<file path="config.mk">
export PLATFORM = sky130hd
export DESIGN_NAME = keypad_number_entry
export DESIGN_NICKNAME = d
export VERILOG_FILES = /design/src/rtl/keypad_pkg.sv /design/src/rtl/entry_accum.sv /design/src/rtl/keypad_number_entry.sv
export SDC_FILE = /design/constraint.sdc
export NUM_CORES = 1
export LEC_CHECK = 0
export ABC_AREA = 1
export CORE_UTILIZATION = 68
export CTS_CLUSTER_SIZE = 24
export DETAILED_ROUTE_END_ITERATION = 8
export PLACE_DENSITY = 0.94
export SETUP_SLACK_MARGIN = 0.3
export SLEW_MARGIN = 20
export SYNTH_ARGS = -nofsm -noshare
export SYNTH_HDL_FRONTEND = slang
export SYNTH_HIERARCHICAL = 1
export SYNTH_SLANG_ARGS = --single-unit
</file>
<file path="constraint.sdc">
create_clock -name clk -period 9 [get_ports clk]
set_input_delay 0.9 -clock clk [delete_from_list [all_inputs] [get_ports clk]]
set_output_delay 0.9 -clock clk [all_outputs]
set_load 0.01 [all_outputs]
</file>
<file path="src/rtl/keypad_pkg.sv">
`default_nettype none
// ============================================================================
// Module : keypad_pkg
// Brief  : Key codes, entry states and number format shared by the keypad path
// Rev    : 1.0
// ============================================================================
package keypad_pkg;

  localparam int VALUE_W = 25;

  localparam logic [3:0] KEY_DP    = 4'd10;
  localparam logic [3:0] KEY_MINUS = 4'd11;
  localparam logic [3:0] KEY_ENTER = 4'd12;
  localparam logic [3:0] KEY_CLEAR = 4'd13;

  // Display glyph codes understood by the display formatter
  localparam logic [3:0] DISP_BLANK = 4'd10;
  localparam logic [3:0] DISP_MINUS = 4'd11;

  typedef enum logic [1:0] {
    ST_EMPTY = 2'd0,
    ST_INT   = 2'd1,
    ST_FRAC  = 2'd2,
    ST_DONE  = 2'd3
  } entry_state_t;

endpackage
`default_nettype wire

</file>
<file path="src/rtl/entry_accum.sv">
`default_nettype none
// ============================================================================
// Module : entry_accum
// Brief  : Next-value datapath: integer append (x10 + d*1000), fraction add (d*W)
// Rev    : 1.0
// ============================================================================
module entry_accum
  import keypad_pkg::*;
(
  input  logic [VALUE_W-1:0] i_value,
  input  logic [3:0]         i_digit,
  input  logic [1:0]         i_frac_cnt,
  output logic [VALUE_W-1:0] o_int_value,
  output logic [VALUE_W-1:0] o_frac_value
);

  localparam int c_wide_w = VALUE_W + 4;

  logic [c_wide_w-1:0] w_value_wide;
  logic [c_wide_w-1:0] w_digit_wide;
  logic [c_wide_w-1:0] w_x10;
  logic [c_wide_w-1:0] w_digit_k;
  logic [VALUE_W-1:0]  w_digit_v;
  logic [VALUE_W-1:0]  w_frac_inc;

  assign w_value_wide = c_wide_w'(i_value);
  assign w_digit_wide = c_wide_w'(i_digit);
  assign w_x10        = (w_value_wide << 3) + (w_value_wide << 1);
  // 1000 = 1024 - 16 - 8
  assign w_digit_k    = (w_digit_wide << 10) - (w_digit_wide << 4) - (w_digit_wide << 3);
  assign o_int_value  = VALUE_W'(w_x10 + w_digit_k);

  assign w_digit_v = VALUE_W'(i_digit);

  always_comb begin
    w_frac_inc = '0;
    case (i_frac_cnt)
      2'd0:    w_frac_inc = (w_digit_v << 6) + (w_digit_v << 5) + (w_digit_v << 2);
      2'd1:    w_frac_inc = (w_digit_v << 3) + (w_digit_v << 1);
      2'd2:    w_frac_inc = w_digit_v;
      default: w_frac_inc = '0;
    endcase
  end

  assign o_frac_value = i_value + w_frac_inc;

endmodule
`default_nettype wire

</file>
<file path="src/rtl/keypad_number_entry.sv">
`default_nettype none
// ============================================================================
// Module : keypad_number_entry
// Brief  : Builds a signed thousandths fixed-point operand from keypad codes
// Rev    : 1.0
// ============================================================================
module keypad_number_entry
  import keypad_pkg::*;
#(
  parameter int INT_MAX_POS = 4,
  parameter int INT_MAX_NEG = 3,
  parameter int FRAC_MAX    = 3
) (
  input  logic               clk,
  input  logic               rst,
  input  logic               key_valid,
  input  logic [3:0]         key_code,
  output logic [VALUE_W-1:0] value,
  output logic               neg,
  output logic [2:0]         int_cnt,
  output logic [1:0]         frac_cnt,
  output logic               entry_done,
  output logic               valid,
  output logic               err
);

  localparam logic [2:0] c_lim_pos  = 3'(INT_MAX_POS);
  localparam logic [2:0] c_lim_neg  = 3'(INT_MAX_NEG);
  localparam logic [1:0] c_frac_lim = 2'(FRAC_MAX);

  entry_state_t       r_state, w_state_nxt, w_base_state;
  logic [VALUE_W-1:0] r_value, w_value_nxt, w_base_value;
  logic               r_neg, w_neg_nxt, w_base_neg;
  logic [2:0]         r_int_cnt, w_int_cnt_nxt, w_base_int_cnt;
  logic [1:0]         r_frac_cnt, w_frac_cnt_nxt, w_base_frac_cnt;
  logic               r_valid, w_valid_nxt;
  logic               r_err, w_err_nxt;

  logic               w_restart;
  logic [2:0]         w_limit;
  logic [VALUE_W-1:0] w_int_value;
  logic [VALUE_W-1:0] w_frac_value;

  // A new key after a finished entry starts over from an empty entry in the same cycle
  assign w_restart = (r_state == ST_DONE) && key_valid &&
                     (key_code != KEY_CLEAR) && (key_code != KEY_ENTER);

  assign w_base_state    = w_restart ? ST_EMPTY : r_state;
  assign w_base_value    = w_restart ? '0 : r_value;
  assign w_base_neg      = w_restart ? 1'b0 : r_neg;
  assign w_base_int_cnt  = w_restart ? 3'd0 : r_int_cnt;
  assign w_base_frac_cnt = w_restart ? 2'd0 : r_frac_cnt;
  assign w_limit         = w_base_neg ? c_lim_neg : c_lim_pos;

  entry_accum u_accum (
    .i_value      (w_base_value),
    .i_digit      (key_code),
    .i_frac_cnt   (w_base_frac_cnt),
    .o_int_value  (w_int_value),
    .o_frac_value (w_frac_value)
  );

  always_comb begin
    w_state_nxt    = w_base_state;
    w_value_nxt    = w_base_value;
    w_neg_nxt      = w_base_neg;
    w_int_cnt_nxt  = w_base_int_cnt;
    w_frac_cnt_nxt = w_base_frac_cnt;
    w_valid_nxt    = 1'b0;
    w_err_nxt      = 1'b0;
    if (key_valid) begin
      if (key_code <= 4'd9) begin
        case (w_base_state)
          ST_EMPTY, ST_INT: begin
            if ((w_base_value == '0) && (key_code == 4'd0)) begin
              w_state_nxt = ST_INT;
            end else if (w_base_int_cnt < w_limit) begin
              w_value_nxt   = w_int_value;
              w_int_cnt_nxt = w_base_int_cnt + 3'd1;
              w_state_nxt   = ST_INT;
            end else begin
              w_err_nxt = 1'b1;
            end
          end
          ST_FRAC: begin
            if (w_base_frac_cnt < c_frac_lim) begin
              w_value_nxt    = w_frac_value;
              w_frac_cnt_nxt = w_base_frac_cnt + 2'd1;
            end else begin
              w_err_nxt = 1'b1;
            end
          end
          default: w_err_nxt = 1'b1;
        endcase
      end else begin
        case (key_code)
          KEY_DP: begin
            if ((w_base_state == ST_EMPTY) || (w_base_state == ST_INT)) begin
              w_state_nxt = ST_FRAC;
            end else begin
              w_err_nxt = 1'b1;
            end
          end
          KEY_MINUS: begin
            if ((w_base_state == ST_EMPTY) && !w_base_neg) begin
              w_neg_nxt = 1'b1;
            end else begin
              w_err_nxt = 1'b1;
            end
          end
          KEY_ENTER: begin
            if ((w_base_state == ST_INT) || (w_base_state == ST_FRAC)) begin
              w_state_nxt = ST_DONE;
              w_valid_nxt = 1'b1;
              if (w_base_value == '0) begin
                w_neg_nxt = 1'b0;
              end
            end else begin
              w_err_nxt = 1'b1;
            end
          end
          KEY_CLEAR: begin
            w_state_nxt    = ST_EMPTY;
            w_value_nxt    = '0;
            w_neg_nxt      = 1'b0;
            w_int_cnt_nxt  = 3'd0;
            w_frac_cnt_nxt = 2'd0;
          end
          default: w_err_nxt = 1'b1;
        endcase
      end
    end
  end

  always_ff @(posedge clk) begin
    if (rst) begin
      r_state    <= ST_EMPTY;
      r_value    <= '0;
      r_neg      <= 1'b0;
      r_int_cnt  <= 3'd0;
      r_frac_cnt <= 2'd0;
      r_valid    <= 1'b0;
      r_err      <= 1'b0;
    end else begin
      r_state    <= w_state_nxt;
      r_value    <= w_value_nxt;
      r_neg      <= w_neg_nxt;
      r_int_cnt  <= w_int_cnt_nxt;
      r_frac_cnt <= w_frac_cnt_nxt;
      r_valid    <= w_valid_nxt;
      r_err      <= w_err_nxt;
    end
  end

  assign value      = r_value;
  assign neg        = r_neg;
  assign int_cnt    = r_int_cnt;
  assign frac_cnt   = r_frac_cnt;
  assign entry_done = (r_state == ST_DONE);
  assign valid      = r_valid;
  assign err        = r_err;

endmodule
`default_nettype wire

</file>
== Yosys cells after proc, flatten, opt, wreduce, memory -nomap -nowiden ==
Index checks and enable logic that the tools add are counted.

* ROM bits: 0
* Bits in latches: 0
* Input bits: 7
* RAM bits: 0
* Flip-flop bits (word level): 35
* Word-level logic and storage cells: 97
* Output and inout port bits: 34
* Memories kept: 0

* Add/sub/neg operators: 10
* Div/mod/pow operators: 0
* Equal/unequal tests: 11
* Order comparisons: 3
* Mux-type cells: 49
* Reductions and logical operators: 15
* Multipliers: 0
* Bitwise gates (word level): 2
* Shift operators: 0

{| class="wikitable"
|+ Operator list
! operator !! count
|-
| two-way mux 25 bit || 7
|-
| adder 25 bit || 2
|-
| case mux 25 bit (2 select lines) || 1
|-
| case mux 12 bit (3 select lines) || 1
|-
| two-way mux 2 bit || 14
|-
| adder 25 x 12 -> 25 bit || 1
|-
| logical NOT 25 bit || 1
|-
| subtractor 25 x 7 -> 25 bit || 1
|-
| two-way mux 3 bit || 8
|-
| equality test 4 bit, second input constant || 4
|-
| subtractor 14 x 8 -> 15 bit || 1
|-
| two-way mux 1 bit || 14
|-
| adder 11 x 6 -> 12 bit || 1
|-
| adder 10 x 9 -> 11 bit || 1
|-
| adder 7 x 5 -> 8 bit || 1
|-
| inequality test 4 bit, second input constant || 2
|-
| equality test 2 bit, second input constant || 3
|-
| case mux 2 bit (3 select lines) || 1
|-
| logical AND 1 bit || 5
|-
| equality test 2 x 1 -> 1 bit, second input constant || 2
|-
| less-or-equal comparator 4 bit, second input constant || 1
|-
| logical NOT 2 bit || 2
|-
| logical NOT 4 bit || 1
|-
| case mux 1 bit (4 select lines) || 1
|-
| other kinds (11) || 14
|}

== Longest topological paths before layout ==
* Depth after elaboration: 12
* Depth in mapped cells: 30
* Depth with buffers taken out: 29

== Modules after synthesis ==
Netlist, hierarchy kept.

{| class="wikitable"
|+ By module, submodules not included
! module !! cells an instance !! times used !! area each (µm²) !! sequential area each (µm²)
|-
| entry_accum || 597 || 1 || 3763.6 || 0.0
|-
| keypad_number_entry || 592 || 1 || 3458.3 || 700.7
|}

== Worst setup path after synthesis ==
No wires, ideal clock.

* Kind: input to register
* Start: input port key_code[0]
* End: register r_value[24], in the netlist value[24]
* Slack: 4.589 ns
* Arrival: 4.341 ns
* Setup time: 0.070 ns
* Buffers on the path: 1
* Required time: 8.930 ns
* Stages on the path: 25
* Cells stage by stage: buf_6 > inv_6 > ha_1 > xnor2_1 > ha_1 > a21oi_1 > nand2_1 > nor2_4 > nand2_2 > nand2_2 > fa_1 > ha_1 > a21oi_1 > o21ai_0 > a21oi_1 > nand2_1 > nor2_1 > nand2_1 > nand2_1 > nand2_1 > nand2_1 > nand3_1 > nand2_1 > nand3_1 > a21oi_1

* Word-level cells in the longest chain between the ends: 11
* Elaborated cells on any way between the ends: 40
* Those cells by class: add/sub (8); order compare (3); eq/ne (7); mux (14); reduce/logical (8)

{| class="wikitable"
|+ Ends and longest elaborated chain
! what !! line !! RTL
|-
| start, declared || keypad_number_entry.sv:17 || <nowiki>input logic [3:0] key_code,</nowiki>
|-
| branches (longest 5 deep; another with subtractor 25 x 7 -> 25 bit) || n/a ||
|-
| adder 25 bit (*) || entry_accum.sv:31 || <nowiki>assign o_int_value = VALUE_W'(w_x10 + w_digit_k);</nowiki>
|-
| named net w_int_value[24] || keypad_number_entry.sv:41 || <nowiki>logic [VALUE_W-1:0] w_int_value;</nowiki>
|-
| two-way mux 25 bit (*) || keypad_number_entry.sv:77 || <nowiki>end else if (w_base_int_cnt < w_limit) begin</nowiki>
|-
| two-way mux 25 bit (*) || keypad_number_entry.sv:75 || <nowiki>if ((w_base_value == '0) && (key_code == 4'd0)) begin</nowiki>
|-
| case mux 25 bit (2 select lines) (*) || keypad_number_entry.sv:73 || <nowiki>case (w_base_state)</nowiki>
|-
| two-way mux 25 bit (*) || keypad_number_entry.sv:72 || <nowiki>if (key_code <= 4'd9) begin</nowiki>
|-
| two-way mux 25 bit (*) || keypad_number_entry.sv:71 || <nowiki>if (key_valid) begin</nowiki>
|-
| end signal, assigned || keypad_number_entry.sv:146 || <nowiki>r_value <= w_value_nxt;</nowiki>
|-
| end, declared || keypad_number_entry.sv:32 || <nowiki>logic [VALUE_W-1:0] r_value, w_value_nxt, w_base_value;</nowiki>
|}

Mark *: on every way through the listed nets, which the timed path passes.
A chain may end at the register's enable or synchronous reset.

== Final worst setup path ==
* Start: input port key_code[0]
* End: register r_value[21], in the netlist value[21]

The elaborated chain is that of the path after synthesis.

==> impl_metrics.csv <==
group,metric,value,unit
outcome,outcome,"complete, but fails checks",
outcome,violations,"design-rule violations",
timing,final_period_minus_worst_setup_slack,5.90,ns
setup_path,cp_data_arrival_time,6.11,ns
power,net-switching-power,633,uW
synthesis,synthTopCellsByCount,"sky130_fd_sc_hd__nand2_1 (298), sky130_fd_sc_hd__inv_1 (144), sky130_fd_sc_hd__nor2_1 (112)",
die,die_ht,105,um
timing,fmax,0.169,GHz
die,die_width,105,um
synthesis,synth_enable_flop_cells,0,
setup_path,critPathKind,"input port to flop",
global_routing,grt_util_all_layers,0.392,
drt,dr_drc_count,1,
clock_tree,clock_insertion_delay_worst_skew,0.31,ns
timing,worst_slew_pin_slew,1.03,ns
synthesis,synth-seq-area-share,0.0970,
power,areal_power_density_over_the_cells,154,nW/um^2
clock_tree,cts.sink_count,35,
power,pwr-share-comb,0.727,
global_routing,grt.overflow.total,0,
final_layout,layout.filler_cells,865,
drt,drt_first_iter_violations,962,
timing,setup_repair_after_global_routing_missed_its_margin,"no",
global_routing,grt_start_max_net_pins,64,
power,power.internal,549,uW
final_layout,area.sequential,701,um^2
setup_path,cp-start-kind,"input port",
final_layout,diodes,0,
synthesis,ys_async_sr_fraction,0,
power,total_leakage_power,0.00378,uW
final_layout,final_nets,1283,
final_layout,multi_input_area,5660,um^2
clock_tree,cts-resized-gates,0,
setup_path,cp_max_fo,16,
clock_tree,clk_root_buffer_cell,"sky130_fd_sc_hd__clkbuf_8",
power,seqPwrFrac,0.158,
synthesis,avgSynthCellArea,6.07,um^2
global_routing,grt_pass1_vias,7461,
timing,clock-skew-final,0.00800,ns
synthesis,synth.yosys.warnings,6,
run,maxCapViolations,0,
clock_tree,cts_hold_buf,0,
timing,final_min_period_over_clock_period,0.656,
drt,route.detailed.wl_per_inst,16.1,um
timing,timing.setup.tns,0,ns
synthesis,synthMostInstantiatedCell,"sky130_fd_sc_hd__nand2_1",
synthesis,number_of_distinct_library_cell_variants_in_the_gate_level_netlist_after_synthesis,58,
drt,route.final.wire_length,21400,um
timing,setup_viol,0,
clock_tree,clkTransAtPathRegs,0.08,ns
power,total_power,1180,uW
setup_path,cell_class_contributing_the_biggest_share_of_worst_path_delay,"simple AND/OR/NAND/NOR gates",
die,starting_density_of_the_core,0.700,
setup_path,worstPathRequired,9.20,ns
clock_tree,postCtsSetupBuffers,0,
min_path,worstHoldPathType,"flop to flop",
die,rows,37,
placed_design,finalWeightedCongestion,0.958,
placed_design,detailed_place_hpwl,15900,um
timing,max_slew_margin,0.313,
synthesis,netlist_area,7220,um^2
synthesis,synthesis.nets,1276,
final_layout,layout-drive-gt1-share,0.0927,
die,placeable_area,10300,um^2
final_layout,layout-area-overhead-vs-synth,6.25,%
setup_path,crit_buf_inv,3,
power,sw_frac_of_total,0.536,
drt,vias,8139,
global_routing,wire_length_of_the_first_global_routing_pass,35500,um
global_routing,antenna_found_initial,0,
power,power.ir.vdd_worst,0.0900,mV
synthesis,post-synth-top-area-cell,"sky130_fd_sc_hd__nand2_1",
setup_path,cell_with_the_most_instances_on_the_worst_path,"sky130_fd_sc_hd__nand2_1",
die,io_pins,41,
drt,vias_per_cell,6.11,
drt,drt_pass1_iterations,8,
setup_path,cpPeakStageDelay,1.05,ns
setup_path,slowest_stage,"sky130_fd_sc_hd__clkdlybuf4s50_1",
setup_path,crit_path_end_kind,"flop",
timing,finalMaxSlewViolations,0,
clock_tree,cts_tree,"yes",
drt,drtAntennaViolNets,0,
power,clock_power_share,0.115,
synthesis,synthTopCellsByArea,"sky130_fd_sc_hd__nand2_1 (15%), sky130_fd_sc_hd__dfxtp_1 (9.7%), sky130_fd_sc_hd__ha_1 (9.5%)",
clock_tree,cts.path.max_buffers,2,
placed_design,io_buffers,40,
synthesis,synthesis.instances,1189,
synthesis,synth_seq_cells,35,
timing,timing.final.hold_violations,0,
synthesis,synth_top_flop_cell,"sky130_fd_sc_hd__dfxtp_1",
clock_tree,clock_tree.htree_level_count,2,
synthesis,synth_top_area_share,0.155,
die,die_area,11000,um^2
clock_tree,cts_inserted_buffers,5,
power by group through the flow:
| stage | sequential [uW] | combinational [uW] | clock, uW |
|---|---|---|---|
| 6_report | 187 | 859 | 136 |
| 5_1_grt | 188 | 952 | 140 |
| 4_1_cts | 186 | 839 | 134 |
| 3_5_place_dp | 189 | 834 | 0 |
| 3_3_place_gp | 189 | 818 | 0 |
| 2_1_floorplan | 192 | 620 | 0 |
flip-flops by register name, indices dropped and copies added (netlist names):
name	flops
frac_cnt	2
valid	1
err	1
value	25
neg	1
int_cnt	3
r_state	2
final cells by class:
| class | count | area share |
|---|---|---|
| multi-input cells | 948 | 0.737 |
| clock buffers | 8 | 0.0130 |
| flip-flops and latches | 35 | 0.0913 |
| inverters | 160 | 0.0789 |
| repair buffers | 46 | 0.0574 |
| well taps | 136 | 0.0222 |
worst paths after layout:
check / endpoint / start / slack (ns) / cells past startpoint
setup reg to reg: value[21]$_SDFF_PP0_ / r_state[0]$_SDFF_PP0_ / 4.37 / 20
hold reg to reg: frac_cnt[0]$_SDFF_PP0_ / frac_cnt[1]$_SDFF_PP0_ / 0.53 / 2
setup / recovery: value[21]$_SDFF_PP0_ / key_code[0] / 3.10 / 25
hold / removal: frac_cnt[0]$_SDFF_PP0_ / frac_cnt[1]$_SDFF_PP0_ / 0.53 / 2
cells in the final DEF (no fill, tap or decap), types with 2 or more instances in the layout:
cell                              instances
sky130_fd_sc_hd__a21o_1                   3
sky130_fd_sc_hd__a21oi_1                 95
sky130_fd_sc_hd__a21oi_2                  4
sky130_fd_sc_hd__and2_1                   2
sky130_fd_sc_hd__buf_4                    6
sky130_fd_sc_hd__clkbuf_8                 7
sky130_fd_sc_hd__clkdlybuf4s50_1         39
sky130_fd_sc_hd__dfxtp_1                 35
sky130_fd_sc_hd__fa_1                    25
sky130_fd_sc_hd__ha_1                    55
sky130_fd_sc_hd__inv_1                  144
sky130_fd_sc_hd__inv_2                   14
sky130_fd_sc_hd__nand2_1                298
sky130_fd_sc_hd__nand2_2                 23
sky130_fd_sc_hd__nand2_4                  2
sky130_fd_sc_hd__nand3_1                 73
sky130_fd_sc_hd__nand3_2                 24
sky130_fd_sc_hd__nand3b_1                 5
sky130_fd_sc_hd__nand4_1                  9
sky130_fd_sc_hd__nor2_1                 112
sky130_fd_sc_hd__nor2_2                   6
sky130_fd_sc_hd__nor2_4                   4
sky130_fd_sc_hd__nor3_1                  11
sky130_fd_sc_hd__nor3_2                   4
sky130_fd_sc_hd__nor4_1                   3
sky130_fd_sc_hd__nor4_2                   2
sky130_fd_sc_hd__o211ai_1                25
sky130_fd_sc_hd__o21a_1                   2
sky130_fd_sc_hd__o21ai_0                 75
sky130_fd_sc_hd__o21ai_1                 20
sky130_fd_sc_hd__o21ai_2                  3
sky130_fd_sc_hd__o21bai_1                 4
sky130_fd_sc_hd__o221ai_1                 2
sky130_fd_sc_hd__o31ai_1                  2
sky130_fd_sc_hd__xnor2_1                 11
sky130_fd_sc_hd__xor2_1                  26
cells by family after synthesis:
kind of cell	share of synthesized area
compound gates	0.193
xor+xnor	0.0471
fa+ha+maj	0.165
simple gates	0.378
other cells	0.000519
flops	0.0970
buf+inv	0.120
routing by layer:
metal	track usage	wire (um)
met3	0.0549	1750
met1	0.500	8870
met4	0.188	967
met5	0	0
met2	0.649	9820
worst reg2reg max path: stages (launching register included):
cell and delay, ns:
sky130_fd_sc_hd__dfxtp_1 0.33, sky130_fd_sc_hd__nand2_1 0.13, sky130_fd_sc_hd__nor2_4 0.04, sky130_fd_sc_hd__nand2_2 0.37, sky130_fd_sc_hd__inv_2 0.38, sky130_fd_sc_hd__nor2_1 0.83
sky130_fd_sc_hd__fa_1 0.57, sky130_fd_sc_hd__ha_1 0.37, sky130_fd_sc_hd__nand2_1 0.08, sky130_fd_sc_hd__inv_1 0.08, sky130_fd_sc_hd__nand2_1 0.09, sky130_fd_sc_hd__nor3_1 0.29
sky130_fd_sc_hd__nand3_1 0.21, sky130_fd_sc_hd__nand4_1 0.13, sky130_fd_sc_hd__nand2_1 0.08, sky130_fd_sc_hd__nand2_1 0.08, sky130_fd_sc_hd__nand2_1 0.06, sky130_fd_sc_hd__nand3_2 0.07
sky130_fd_sc_hd__nand3_1 0.11, sky130_fd_sc_hd__a21oi_1 0.17, sky130_fd_sc_hd__nor2_1 0.06
metrics by stage:
step / worst slack (ns) / std cells / util / cell area [um^2] / hold slack, ns
after floorplan: 4.59 / 1189 / - / 7220 / 0.520
after global placement: 2.79 / 1325 / 0.734 / 7570 / 0.505
after detailed placement: 2.87 / 1325 / 0.734 / 7570 / 0.498
after CTS: 3.16 / 1333 / 0.743 / 7670 / 0.519
after global routing: 2.72 / 1333 / 0.743 / 7670 / 0.558
final: 3.10 / 1333 / 0.743 / 7670 / 0.526
No activity file was read; power rests on OpenSTA's default activity.
